<file path="src/rtl/scsi_pkg.sv">
// Shared definitions for the SCSI host transmit path: state encoding,
// idle/reset constants and a small helper used by the top level.
package scsi_pkg;

  typedef enum logic [2:0] {
    ST_IDLE    = 3'd0,
    ST_LOADED  = 3'd1,
    ST_SETUP   = 3'd2,
    ST_ACK     = 3'd3,
    ST_RELEASE = 3'd4
  } scsi_state_t;

  // Value presented on nDBOut whenever the bus is not being driven.
  localparam logic [7:0] BUS_IDLE     = 8'h00;
  // Inactive level of the active-low SCSI control lines.
  localparam logic       SIG_INACTIVE = 1'b1;
  // Data register contents after reset.
  localparam logic [7:0] DATA_RESET   = 8'h00;
  // Width of the setup-time counter.
  localparam int unsigned SETUP_CNT_W = 4;

  // True in the states where the data byte is placed on the bus.
  function automatic logic drives_bus(input scsi_state_t s);
    return (s == ST_SETUP) || (s == ST_ACK);
  endfunction

endpackage

</file>
<file path="src/rtl/scsi_sync.sv">
// Multi-flop synchroniser for one asynchronous SCSI control line.
// Resets to the inactive (high) level so nothing looks asserted out of reset.
module scsi_sync
  import scsi_pkg::*;
#(
  parameter int unsigned STAGES = 2
) (
  input  logic clock,
  input  logic nReset,
  input  logic d,
  output logic q
);

  logic [STAGES-1:0] sync_q;
  logic [STAGES-1:0] sync_d;

  // Shift the raw input into the chain; the oldest bit is the output.
  always_comb begin
    sync_d = {sync_q[STAGES-2:0], d};
  end

  // Synchroniser flops, forced inactive by reset.
  always_ff @(posedge clock or negedge nReset) begin
    if (!nReset) begin
      sync_q <= {STAGES{SIG_INACTIVE}};
    end else begin
      sync_q <= sync_d;
    end
  end

  assign q = sync_q[STAGES-1];

endmodule

</file>
<file path="src/rtl/scsi_host_tx.sv">
// SCSI host transmit engine: takes one byte from the host, waits for an
// initiator-to-target REQ, presents the byte for a fixed setup time, then
// runs the REQ/ACK handshake and releases the bus.
//
// Handshake: a host write (nWrite low for one clock) is accepted only in
// IDLE; any other write is dropped and flags overrun. On the SCSI side the
// byte is driven while SETUP/ACK, nACK falls after SETUP_CYCLES clocks of
// setup and rises once the synchronised REQ is seen deasserted.
// SETUP_CYCLES must lie in 1..15 (4-bit counter); SYNC_STAGES must be >= 2.
module scsi_host_tx
  import scsi_pkg::*;
#(
  parameter int unsigned SYNC_STAGES  = 2,
  parameter int unsigned SETUP_CYCLES = 4
) (
  input  logic       clock,
  input  logic       nReset,
  input  logic [7:0] hostData,
  input  logic       nWrite,
  input  logic       clrOverrun,
  input  logic       nREQ,
  input  logic       nIO,
  output logic       nACK,
  output logic [7:0] nDBOut,
  output logic       dbDrive,
  output logic       busy,
  output logic       overrun
);

  // Counter is loaded with SETUP_CYCLES-1 and counts down to zero, so the
  // block spends exactly SETUP_CYCLES clocks in SETUP.
  localparam logic [SETUP_CNT_W-1:0] SETUP_LOAD = SETUP_CNT_W'(SETUP_CYCLES - 1);

  logic s_req;
  logic s_io;

  scsi_state_t            state_q, state_d;
  logic [SETUP_CNT_W-1:0] cnt_q, cnt_d;
  logic [7:0]             data_q, data_d;
  logic                   overrun_q, overrun_d;
  logic                   nack_q, nack_d;
  logic                   drive_q, drive_d;
  logic [7:0]             ndb_q, ndb_d;
  logic                   write_req;
  logic                   write_reject;

  scsi_sync #(.STAGES(SYNC_STAGES)) u_sync_req (
    .clock  (clock),
    .nReset (nReset),
    .d      (nREQ),
    .q      (s_req)
  );

  scsi_sync #(.STAGES(SYNC_STAGES)) u_sync_io (
    .clock  (clock),
    .nReset (nReset),
    .d      (nIO),
    .q      (s_io)
  );

  // Next-state, data register, setup counter and overrun logic.
  always_comb begin
    state_d      = state_q;
    cnt_d        = cnt_q;
    data_d       = data_q;
    write_req    = !nWrite;
    write_reject = write_req && (state_q != ST_IDLE);

    unique case (state_q)
      ST_IDLE: begin
        if (write_req) begin
          data_d  = hostData;
          state_d = ST_LOADED;
        end
      end
      ST_LOADED: begin
        // Only an out-phase REQ starts the transfer; a wrong phase just waits.
        if (!s_req && s_io) begin
          state_d = ST_SETUP;
          cnt_d   = SETUP_LOAD;
        end
      end
      ST_SETUP: begin
        if (cnt_q == '0) begin
          state_d = ST_ACK;
        end else begin
          cnt_d = cnt_q - 1'b1;
        end
      end
      ST_ACK: begin
        // Phase changes here are ignored; only REQ release ends the cycle.
        if (s_req) begin
          state_d = ST_RELEASE;
        end
      end
      ST_RELEASE: begin
        state_d = ST_IDLE;
      end
      default: begin
        state_d = ST_IDLE;
      end
    endcase

    // A rejected write wins over a simultaneous clear.
    if (write_reject) begin
      overrun_d = 1'b1;
    end else if (clrOverrun) begin
      overrun_d = 1'b0;
    end else begin
      overrun_d = overrun_q;
    end
  end

  // Output decode from the next state so the registered outputs line up
  // with the state they belong to.
  always_comb begin
    nack_d  = !(state_d == ST_ACK);
    drive_d = drives_bus(state_d);
    ndb_d   = drive_d ? ~data_d : BUS_IDLE;
  end

  // State and output registers; reset releases the bus immediately.
  always_ff @(posedge clock or negedge nReset) begin
    if (!nReset) begin
      state_q   <= ST_IDLE;
      cnt_q     <= '0;
      data_q    <= DATA_RESET;
      overrun_q <= 1'b0;
      nack_q    <= SIG_INACTIVE;
      drive_q   <= 1'b0;
      ndb_q     <= BUS_IDLE;
    end else begin
      state_q   <= state_d;
      cnt_q     <= cnt_d;
      data_q    <= data_d;
      overrun_q <= overrun_d;
      nack_q    <= nack_d;
      drive_q   <= drive_d;
      ndb_q     <= ndb_d;
    end
  end

  assign nACK    = nack_q;
  assign nDBOut  = ndb_q;
  assign dbDrive = drive_q;
  assign busy    = (state_q != ST_IDLE);
  assign overrun = overrun_q;

endmodule

</file>
<file path="config.mk">
export PLATFORM = sky130hd
export DESIGN_NAME = scsi_host_tx
export DESIGN_NICKNAME = d
export VERILOG_FILES = /design/src/rtl/scsi_pkg.sv /design/src/rtl/scsi_sync.sv /design/src/rtl/scsi_host_tx.sv
export SDC_FILE = /design/constraint.sdc
export NUM_CORES = 1
export LEC_CHECK = 0
export CORE_MARGIN = 2
export CORE_UTILIZATION = 48
export CTS_CLUSTER_DIAMETER = 30
export DETAILED_ROUTE_END_ITERATION = 10
export GPL_TIMING_DRIVEN = 1
export PLACE_DENSITY = 0.78
export SYNTH_ARGS = -nofsm -noshare
export SYNTH_HDL_FRONTEND = slang
export SYNTH_SLANG_ARGS = --single-unit
</file>
<file path="constraint.sdc">
create_clock -name clock -period 2 [get_ports clock]
set_input_delay 0.3 -clock clock [delete_from_list [all_inputs] [get_ports clock]]
set_output_delay 0.3 -clock clock [all_outputs]
set_load 0.01 [all_outputs]
</file>
==> flow_metrics.env, run 1 <==
export IMPL_wl_per_cell_um=14.7
export IMPL_final_antenna_net_count=0
export IMPL_grt_usage_pct=19.3
export IMPL_ir_drop_v=0.000973
export IMPL_final_util_pct=64.2
export IMPL_arrival_ns=1.60
export IMPL_synth_async_sr_flop_share_pct=100
export IMPL_cts_buffer_depth=2
export IMPL_gp_congestion=0.804
export IMPL_yosysUniqueCellTypes=29
export IMPL_setup_viol=0
export IMPL_drtIter0Drc=7
export IMPL_status="finished, final reports clean"
export IMPL_cts_root_buffer="clkbuf_4"
export IMPL_drv_slew=0
export IMPL_grt_pass1_wl_mm=3.73
export IMPL_clock_latency_ns=0.32
export IMPL_portBuffers=25
export IMPL_worstSetupPathType="register to primary output"
export IMPL_netlist_top_cells_area="dfrtp_1, dfstp_2, mux2_2, nor2_1, inv_1"
export IMPL_nets=138
export IMPL_via_per_inst=4.95
export IMPL_rows=18
export IMPL_maxSlewHeadroom_pct=69.0
export IMPL_area_growth_pct=29.4
export IMPL_seq_area_um2=758
export IMPL_ys_seq_elements=30
export IMPL_fin_hold_ws_ns=0.347
export IMPL_placeableCoreArea_mm2=0.00241
export IMPL_ys_seq_area_share_pct=63.3
export IMPL_critPathMaxFanout=10
export IMPL_die_w_um=53.9
export IMPL_ff2ff_path_depth=5
export IMPL_p_per_area_mw_per_mm2=1390
export IMPL_worst_pin_slew_ns=0.465
export IMPL_cp_start_kind="register"
export IMPL_grt_overflow=0
export IMPL_multiInputGateArea_um2=393
export IMPL_min_period_ns=1.90
export IMPL_crit_reg2reg_launch="cnt_q[0]"
export IMPL_htree_levels=2
export IMPL_drv_cap=0
export IMPL_dieHeight_um=53.9
export IMPL_io_pins=26
export IMPL_clock_sinks=30
export IMPL_finClkSkew_ns=0.00504
export IMPL_wirelength_mm=2.24
export IMPL_placed_cells=145
export IMPL_pre_cts_slack_ns=0.172
export IMPL_antenna_found_initial=0
export IMPL_hold_viol=0
export IMPL_hold_path_class="primary input to async pin"
export IMPL_tritoncts="yes"
export IMPL_clkTransAtPathRegs_ns=0.09
export IMPL_die_area_mm2=0.00291
export IMPL_synthCells=91
export IMPL_drive_above_1_share_pct=22.8
export IMPL_ctsResizeCount=0
export IMPL_cp_required_ns=1.70
export IMPL_grt_max_degree=31
export IMPL_totalNegativeSetupSlack_ns=0
export IMPL_cts_hold_buf=0
export IMPL_startpoint="state_q[0]"
export IMPL_netlist_area_mm2=0.00120
export IMPL_grt_pass1_vias=801
export IMPL_setup_ws_ns=0.105
export IMPL_dp_hpwl_mm=1.55
export IMPL_numCtsBuffers=5
export IMPL_yosys_most_used_dff="dfrtp_1"
export IMPL_syn_nets=107
export IMPL_yosysTopAreaCellShare_pct=52.3
export IMPL_drc=0
export IMPL_antennaDiodeCount=0
export IMPL_p_leak_nw=0.684
export IMPL_syn_area_per_cell_um2=13.1
export IMPL_rsz0062_at_grt="false"
export IMPL_synth_edf_count=0
export IMPL_fin_cells=153
export IMPL_num_vias=758
export IMPL_crit_path_end_kind="primary output"
export IMPL_cts_setup_buffers=0
export IMPL_yosysTopAreaCell="dfrtp_1"
export IMPL_timing_fmax_ghz=0.528
export IMPL_drt_pass1_iter_count=2
export IMPL_ys_warnings_count=0
export IMPL_nFillCells=170
export IMPL_fin_crit_sh_pct=94.8
export IMPL_start_util_pct=49.6
-- worst max-delay path, stage by stage (launching register included) --
cell and delay, ns:
dfrtp_1 0.59, nor3_2 0.08, inv_1 0.07, clkdlybuf4s50_1 0.53
-- metal layers --
layer / vias to the layer above / part of all wire, % / track usage [%]
li1: 376 / - / -
met1: 352 / 42 / 21.5
met2: 23 / 49 / 30.5
met3: 7 / 6.6 / 8.89
met4: 0 / 3.2 / 10.7
met5: - / 0 / 0
-- cell usage after synthesis, drive strengths merged (2+ instances only) --
cell type	n
a21oi	4
nand3	2
o22ai	2
buf	3
nor2	11
nand2	2
dfstp	5
mux2	8
inv	7
dfrtp	25
nor3	2
a21bo	2
ha	2
nand2b	2
-- layout by cell type, fill, tap and decap left out, drive strengths merged, types with 2 or more instances in the layout --
cell and instances:
nor3 2, nor2 11, mux2 8, clkdlybuf4s50 25
dfstp 5, nand2b 2, a21oi 4, nand2 2
inv 7, clkbuf 7, ha 2, a21bo 2
buf 3, o22ai 2, nand3 2, dfrtp 25
-- registers in the layout, indices dropped and copies added (netlist names) --
register           count
overrun                1
data_q                 8
u_sync_io.sync_q       2
cnt_q                  4
nACK                   1
nDBOut                 8
dbDrive                1
u_sync_req.sync_q      2
state_q                3
-- final timing paths --
| check | endpoint | slack (ns) |
|---|---|---|
| max | busy | 0.10 |
| min | state_q[0] | 0.35 |
| max reg2reg | state_q[0] | 0.23 |
| min reg2reg | u_sync_req.sync_q[1] | 0.36 |
| max in group asynchronous | u_sync_io.sync_q[0] | 1.33 |
| min in group clock | u_sync_req.sync_q[1] | 0.36 |
-- report_power, final --
group	total, mW	internal [mW]	switching (mW)
combinational	0.805	0.442	0.363
clock	0.369	0.170	0.199
sequential	0.983	0.834	0.148
total	2.16	1.45	0.711
-- area by class of cell --
class	instances	share of cell area [%]
Clock inverter	1	0.323
Clock buffer	7	3.56
Multi-Input combinational cell	50	25.4
Inverter	7	1.70
Sequential cell	30	49.0
Timing Repair Buffer	28	17.6
Tap cell	30	2.43
-- metrics by stage --
| step | cell area [um2] | power, mW |
|---|---|---|
| 2_1_floorplan | 1200 | 1.46 |
| 3_3_place_gp | 1480 | 1.75 |
| 6_report | 1550 | 2.16 |
| 5_1_grt | 1550 | 2.32 |
| 4_1_cts | 1540 | 2.17 |
| 3_5_place_dp | 1480 | 1.80 |
-- cell families (layout without fill, tap and decap cells) --
| group | Yosys count | after routing | share of synthesized area, % |
|---|---|---|---|
| and+or+nand+nor | 28 | 28 | 14.2 |
| adders and majority gates | 2 | 2 | 2.09 |
| AOI/OAI and AO/OA | 11 | 11 | 6.38 |
| buffers and inverters | 11 | 43 | 4.29 |
| DFF | 30 | 30 | 63.3 |
| muxes | 9 | 9 | 9.73 |
Power figures use the tool's default switching activity.
==> inputs of run 2 (changes only) <==
--- a/config.mk
+++ b/config.mk
@@ -9,7 +9,7 @@
 export CORE_UTILIZATION = 48
 export CTS_CLUSTER_DIAMETER = 30
 export DETAILED_ROUTE_END_ITERATION = 10
-export GPL_TIMING_DRIVEN = 1
+export GPL_TIMING_DRIVEN = 0
 export PLACE_DENSITY = 0.78
 export SYNTH_ARGS = -nofsm -noshare
 export SYNTH_HDL_FRONTEND = slang
==> run 2 against run 1 <==
The run now ends with hold timing left. Clock skew is 0.0051 ns higher. Flip-flop and latch count stayed put. Register-to-register slack better by 0.03 ns. Utilization is 0.16 points lower. Sequential share of layout area hardly changed. Sequential power is 8.0% lower. Clock-buffer cell count stayed put. Clock power is 2% lower. Worst setup slack better by 0.0064 ns. Largest cell class unchanged.
==> flow_metrics.env, run 2 (synthesis results as in run 1) <==
export IMPL_drive_above_1_share_pct=22.6
export IMPL_fin_crit_sh_pct=94.4
export IMPL_grt_overflow=0
export IMPL_antennaDiodeCount=0
export IMPL_area_growth_pct=29.1
export IMPL_multiInputGateArea_um2=393
export IMPL_hold_viol=5
export IMPL_die_w_um=53.9
export IMPL_nFillCells=178
export IMPL_grt_pass1_wl_mm=3.33
export IMPL_wl_per_cell_um=12.9
export IMPL_p_total_mw=2.13
export IMPL_finClkSkew_ns=0.0102
export IMPL_crit_family="buffers and inverters"
export IMPL_io_pins=26
export IMPL_placeableCoreArea_mm2=0.00241
export IMPL_path_cells="buf_2 -> nor3_2 -> inv_1 -> clkdlybuf4s50_1"
export IMPL_totalNegativeSetupSlack_ns=0
export IMPL_dieHeight_um=53.9
export IMPL_timing_fmax_ghz=0.529
export IMPL_clkTransAtPathRegs_ns=0.09
export IMPL_tritoncts="yes"
export IMPL_r2r_slack_ns=0.26
export IMPL_p_per_area_mw_per_mm2=1380
export IMPL_cp_start_kind="register"
export IMPL_cts_root_buffer="clkbuf_4"
export IMPL_final_common_cell="dfrtp_1"
export IMPL_wirelength_mm=1.99
export IMPL_setup_viol=0
export IMPL_critPathBufInv=3
export IMPL_worstSetupPathType="register to primary output"
export IMPL_clock_sinks=30
export IMPL_die_area_mm2=0.00291
export IMPL_grt_usage_pct=16.9
export IMPL_cp_required_ns=1.70
export IMPL_drc=0
export IMPL_start_util_pct=49.6
export IMPL_critPathMaxFanout=8
export IMPL_rsz0062_at_grt="false"
export IMPL_slowest_stage="clkdlybuf4s50_1"
export IMPL_maxSlewHeadroom_pct=57.1
export IMPL_drt_pass1_iter_count=4
export IMPL_min_period_ns=1.89
export IMPL_htree_levels=2
export IMPL_cts_buffer_depth=2
export IMPL_crit_path_end_kind="primary output"
export IMPL_drtIter0Drc=1
export IMPL_fin_hold_ws_ns=-0.00828
export IMPL_antenna_found_initial=0
export IMPL_num_vias=778
export IMPL_hold_path_class="primary input to async pin"
export IMPL_max_stage_delay_ns=0.47
export IMPL_rows=18
export IMPL_grt_pass1_vias=776
export IMPL_drv_cap=0
export IMPL_cts_hold_buf=0
export IMPL_status="finished with violations"
export IMPL_final_cell_mix="dfrtp_1, clkdlybuf4s50_1, nor2_1, mux2_2, inv_1"
export IMPL_nets=139
export IMPL_via_per_inst=5.05
export IMPL_arrival_ns=1.59
export IMPL_worst_pin_slew_ns=0.644
export IMPL_clock_latency_ns=0.32
export IMPL_seq_area_um2=757
export IMPL_violations="hold timing"
export IMPL_numCtsBuffers=5
export IMPL_dp_hpwl_mm=1.42
export IMPL_portBuffers=25
export IMPL_p_leak_nw=0.687
export IMPL_ir_drop_v=0.00104
export IMPL_final_util_pct=64.1
export IMPL_final_antenna_net_count=0
export IMPL_grt_max_degree=31
export IMPL_drv_slew=0
export IMPL_gp_congestion=0.838
## run 2: report_power, final
group,internal (mW),switching (mW),total [mW]
Clock,0.170,0.190,0.360
Sequential,0.833,0.0703,0.904
Combinational,0.443,0.423,0.866
Total,1.45,0.683,2.13
## run 2: final timing paths
| kind | startpoint | to | depth (start not counted) |
|---|---|---|---|
| hold reg to reg | u_sync_io.sync_q[0] | u_sync_io.sync_q[1] | 0 |
| setup reg to reg | cnt_q[1] | state_q[0] | 5 |
| max in group asynchronous | nReset | dbDrive | 1 |
| hold / removal | nReset | state_q[0] | 1 |
| setup / recovery | state_q[1] | busy | 4 |
| min in group clock | u_sync_io.sync_q[0] | u_sync_io.sync_q[1] | 0 |
## run 2: per-layer routing
layer | share of wire, % | wire (um) | vias up | global-route usage [%]
met5 | 0 | 0 | - | 0
met4 | 1.2 | 24 | 0 | 6.41
met3 | 7.2 | 144 | 3 | 8.33
met2 | 49 | 987 | 21 | 28.0
met1 | 42 | 838 | 377 | 18.6
li1 | - | - | 377 | -
## run 2: what timing repair did
action                                  in CTS  in global routing
resized for setup                            0                  1
setup buffers                                0                  0
endpoints found under the setup margin       0                  1
## run 2: final cells by class
| type | instances | share of cell area, % |
|---|---|---|
| multi-input combinational | 50 | 25.4 |
| clock buffer | 7 | 3.57 |
| sequential | 30 | 49.0 |
| timing repair buffer | 25 | 15.9 |
| clock inverter | 1 | 0.324 |
| inverter | 7 | 1.70 |
| tap | 30 | 2.43 |
| buffer | 4 | 1.62 |
## run 2: per-stage QoR
stage                     setup WS, ns  cell area, um2  instances
after global placement         -0.0282            1480        146
after detailed placement        -0.102            1480        146
after global routing            0.0367            1540        154
after CTS                       0.0283            1540        154
after floorplan                  0.381            1200         91
final                            0.111            1540        154
==> inputs of run 3 (changes only) <==
--- a/config.mk
+++ b/config.mk
@@ -5,12 +5,14 @@
 export SDC_FILE = /design/constraint.sdc
 export NUM_CORES = 1
 export LEC_CHECK = 0
+export CELL_PAD_IN_SITES_DETAIL_PLACEMENT = 1
+export CELL_PAD_IN_SITES_GLOBAL_PLACEMENT = 1
 export CORE_MARGIN = 2
-export CORE_UTILIZATION = 48
+export CORE_UTILIZATION = 39
 export CTS_CLUSTER_DIAMETER = 30
 export DETAILED_ROUTE_END_ITERATION = 10
 export GPL_TIMING_DRIVEN = 0
-export PLACE_DENSITY = 0.78
+export PLACE_DENSITY = 0.79
 export SYNTH_ARGS = -nofsm -noshare
 export SYNTH_HDL_FRONTEND = slang
 export SYNTH_SLANG_ARGS = --single-unit
==> run 3 against run 2 <==
The run still ends with hold timing left. Cell area grew 1.8%. Critical path depth increased by 1. Utilization is 11 points lower. Non-clock buffer count is the same. Combinational power grew 4.4%. Critical endpoint is now state_q[0]. Largest power group unchanged.
==> flow_metrics.env, run 3 (synthesis results as in run 1) <==
export IMPL_hold_viol=25
export IMPL_dieHeight_um=59.4
export IMPL_p_int_mw=1.55
export IMPL_totalNegativeSetupSlack_ns=0
export IMPL_fin_crit_sh_pct=90.2
export IMPL_seq_area_um2=757
export IMPL_power_frac_seq_pct=40.1
export IMPL_pwr_share_comb_pct=39.6
export IMPL_tritoncts="yes"
export IMPL_antenna_found_initial=0
export IMPL_final_cell_mix="dfrtp_1, clkdlybuf4s50_1, nor2_1, mux2_2, inv_1"
export IMPL_grt_max_degree=31
export IMPL_p_leak_nw=0.696
export IMPL_io_pins=26
export IMPL_htree_levels=2
export IMPL_grt_pass1_vias=880
export IMPL_critPathBufInv=1
export IMPL_ff2ff_path_depth=5
export IMPL_switching_share_pct=32.2
export IMPL_antennaDiodeCount=0
export IMPL_clock_sinks=30
export IMPL_min_period_ns=1.80
export IMPL_final_util_pct=52.8
export IMPL_ir_drop_v=0.000751
export IMPL_hold_path_class="primary input to async pin"
export IMPL_die_w_um=59.4
export IMPL_gp_congestion=0.774
export IMPL_cp_depth=5
export IMPL_cp_required_ns=2.26
export IMPL_power_frac_clock_pct=20.3
export IMPL_placed_cells=149
export IMPL_portBuffers=25
export IMPL_max_stage_delay_ns=0.51
export IMPL_fin_hold_ws_ns=-0.0115
export IMPL_numCtsBuffers=5
export IMPL_drive_above_1_share_pct=21.8
export IMPL_rsz0062_at_grt="false"
export IMPL_nFillCells=301
export IMPL_p_sw_uw=735
export IMPL_arrival_ns=2.06
export IMPL_violations="hold timing"
export IMPL_final_common_cell="dfrtp_1"
export IMPL_drc=0
export IMPL_cts_buffer_depth=2
export IMPL_setup_ws_ns=0.196
export IMPL_p_per_area_mw_per_mm2=1450
export IMPL_start_util_pct=40.2
export IMPL_die_area_mm2=0.00353
export IMPL_path_cells="inv_1 -> ha_1 -> or3b_1 -> mux4_1 -> nor2_1"
export IMPL_drtIter0Drc=9
export IMPL_cp_start_kind="register"
export IMPL_worstSetupPathType="register to register"
export IMPL_cts_hold_buf=0
export IMPL_critPathMaxFanout=4
export IMPL_pre_cts_slack_ns=-0.0311
export IMPL_maxSlewHeadroom_pct=56.7
export IMPL_slowest_stage="mux4_1"
export IMPL_dp_hpwl_mm=1.70
export IMPL_status="finished with violations"
export IMPL_worst_pin_slew_ns=0.649
export IMPL_multiInputGateArea_um2=399
export IMPL_finClkSkew_ns=0.00646
export IMPL_clkTransAtPathRegs_ns=0.09
export IMPL_grt_overflow=0
export IMPL_fin_cells=157
export IMPL_crit_path_end_kind="register"
export IMPL_placeableCoreArea_mm2=0.00298
export IMPL_cts_root_buffer="clkbuf_4"
export IMPL_drv_cap=0
export IMPL_timing_fmax_ghz=0.554
export IMPL_rows=20
export IMPL_final_antenna_net_count=0
export IMPL_drv_slew=0
export IMPL_num_vias=781
export IMPL_area_growth_pct=31.4
export IMPL_crit_family="multiplexers"
export IMPL_via_per_inst=4.97
export IMPL_drt_pass1_iter_count=3
export IMPL_nets=139
export IMPL_wirelength_mm=2.40
export IMPL_grt_pass1_wl_mm=4.14
export IMPL_clock_latency_ns=0.33
export IMPL_grt_usage_pct=16.8
export IMPL_wl_per_cell_um=15.3
export IMPL_setup_viol=0
==> run 3: worst reg2reg max path, stage by stage (launching register included) <==
cell,delay [ns]
dfrtp_1,0.41
inv_1,0.11
ha_1,0.21
or3b_1,0.39
mux4_1,0.51
nor2_1,0.10
==> run 3: stage by stage <==
step                      area [um2]  power, mW
final                           1570       2.28
after global placement          1490       1.76
after floorplan                 1200       1.46
after detailed placement        1490       1.82
after global routing            1570       2.45
after CTS                       1570       2.31
==> run 3: path summary, 6_finish.rpt <==
kind | from | endpoint | slack (ns)
setup / recovery | cnt_q[1] | state_q[0] | 0.20
hold / removal | nReset | data_q[6] | -0.01
setup reg to reg | cnt_q[1] | state_q[0] | 0.20
hold reg to reg | u_sync_req.sync_q[0] | u_sync_req.sync_q[1] | 0.36
max in group asynchronous | nReset | state_q[0] | 1.59
min in group clock | u_sync_req.sync_q[0] | u_sync_req.sync_q[1] | 0.36
==> run 3: final cells by class <==
type	count	area share, %
buffer	4	1.59
clock buffer	7	2.87
clock inverter	1	1.91
inverter	7	1.67
multi-input combinational	50	25.4
sequential	30	48.2
tap	33	2.63
timing repair buffer	25	15.8
==> run 3: power groups by stage <==
stage	registers [mW]	logic (mW)	clock network [mW]
6_report	0.914	0.904	0.463
4_1_cts	0.917	0.912	0.478
2_1_floorplan	0.944	0.516	0
5_1_grt	0.939	1.01	0.503
3_3_place_gp	0.914	0.846	0
3_5_place_dp	0.929	0.892	0
==> run 3: layer usage <==
metal / global-route usage, % / routed length (um) / part of all wire (%) / up-vias
li1: - / - / - / 371
met1: 19.4 / 948 / 39 / 387
met2: 27.2 / 1280 / 53 / 18
met3: 7.64 / 126 / 5.2 / 5
met4: 6.82 / 45 / 1.9 / 0
met5: 0 / 0 / 0 / -
==> run 3: repair_timing <==
action                     4_1_cts  5_1_grt
buffers inserted                 0        0
setup endpoints to repair        1        1
cloned                           0        0
pin swaps                        0        0
gates resized for setup          1        2
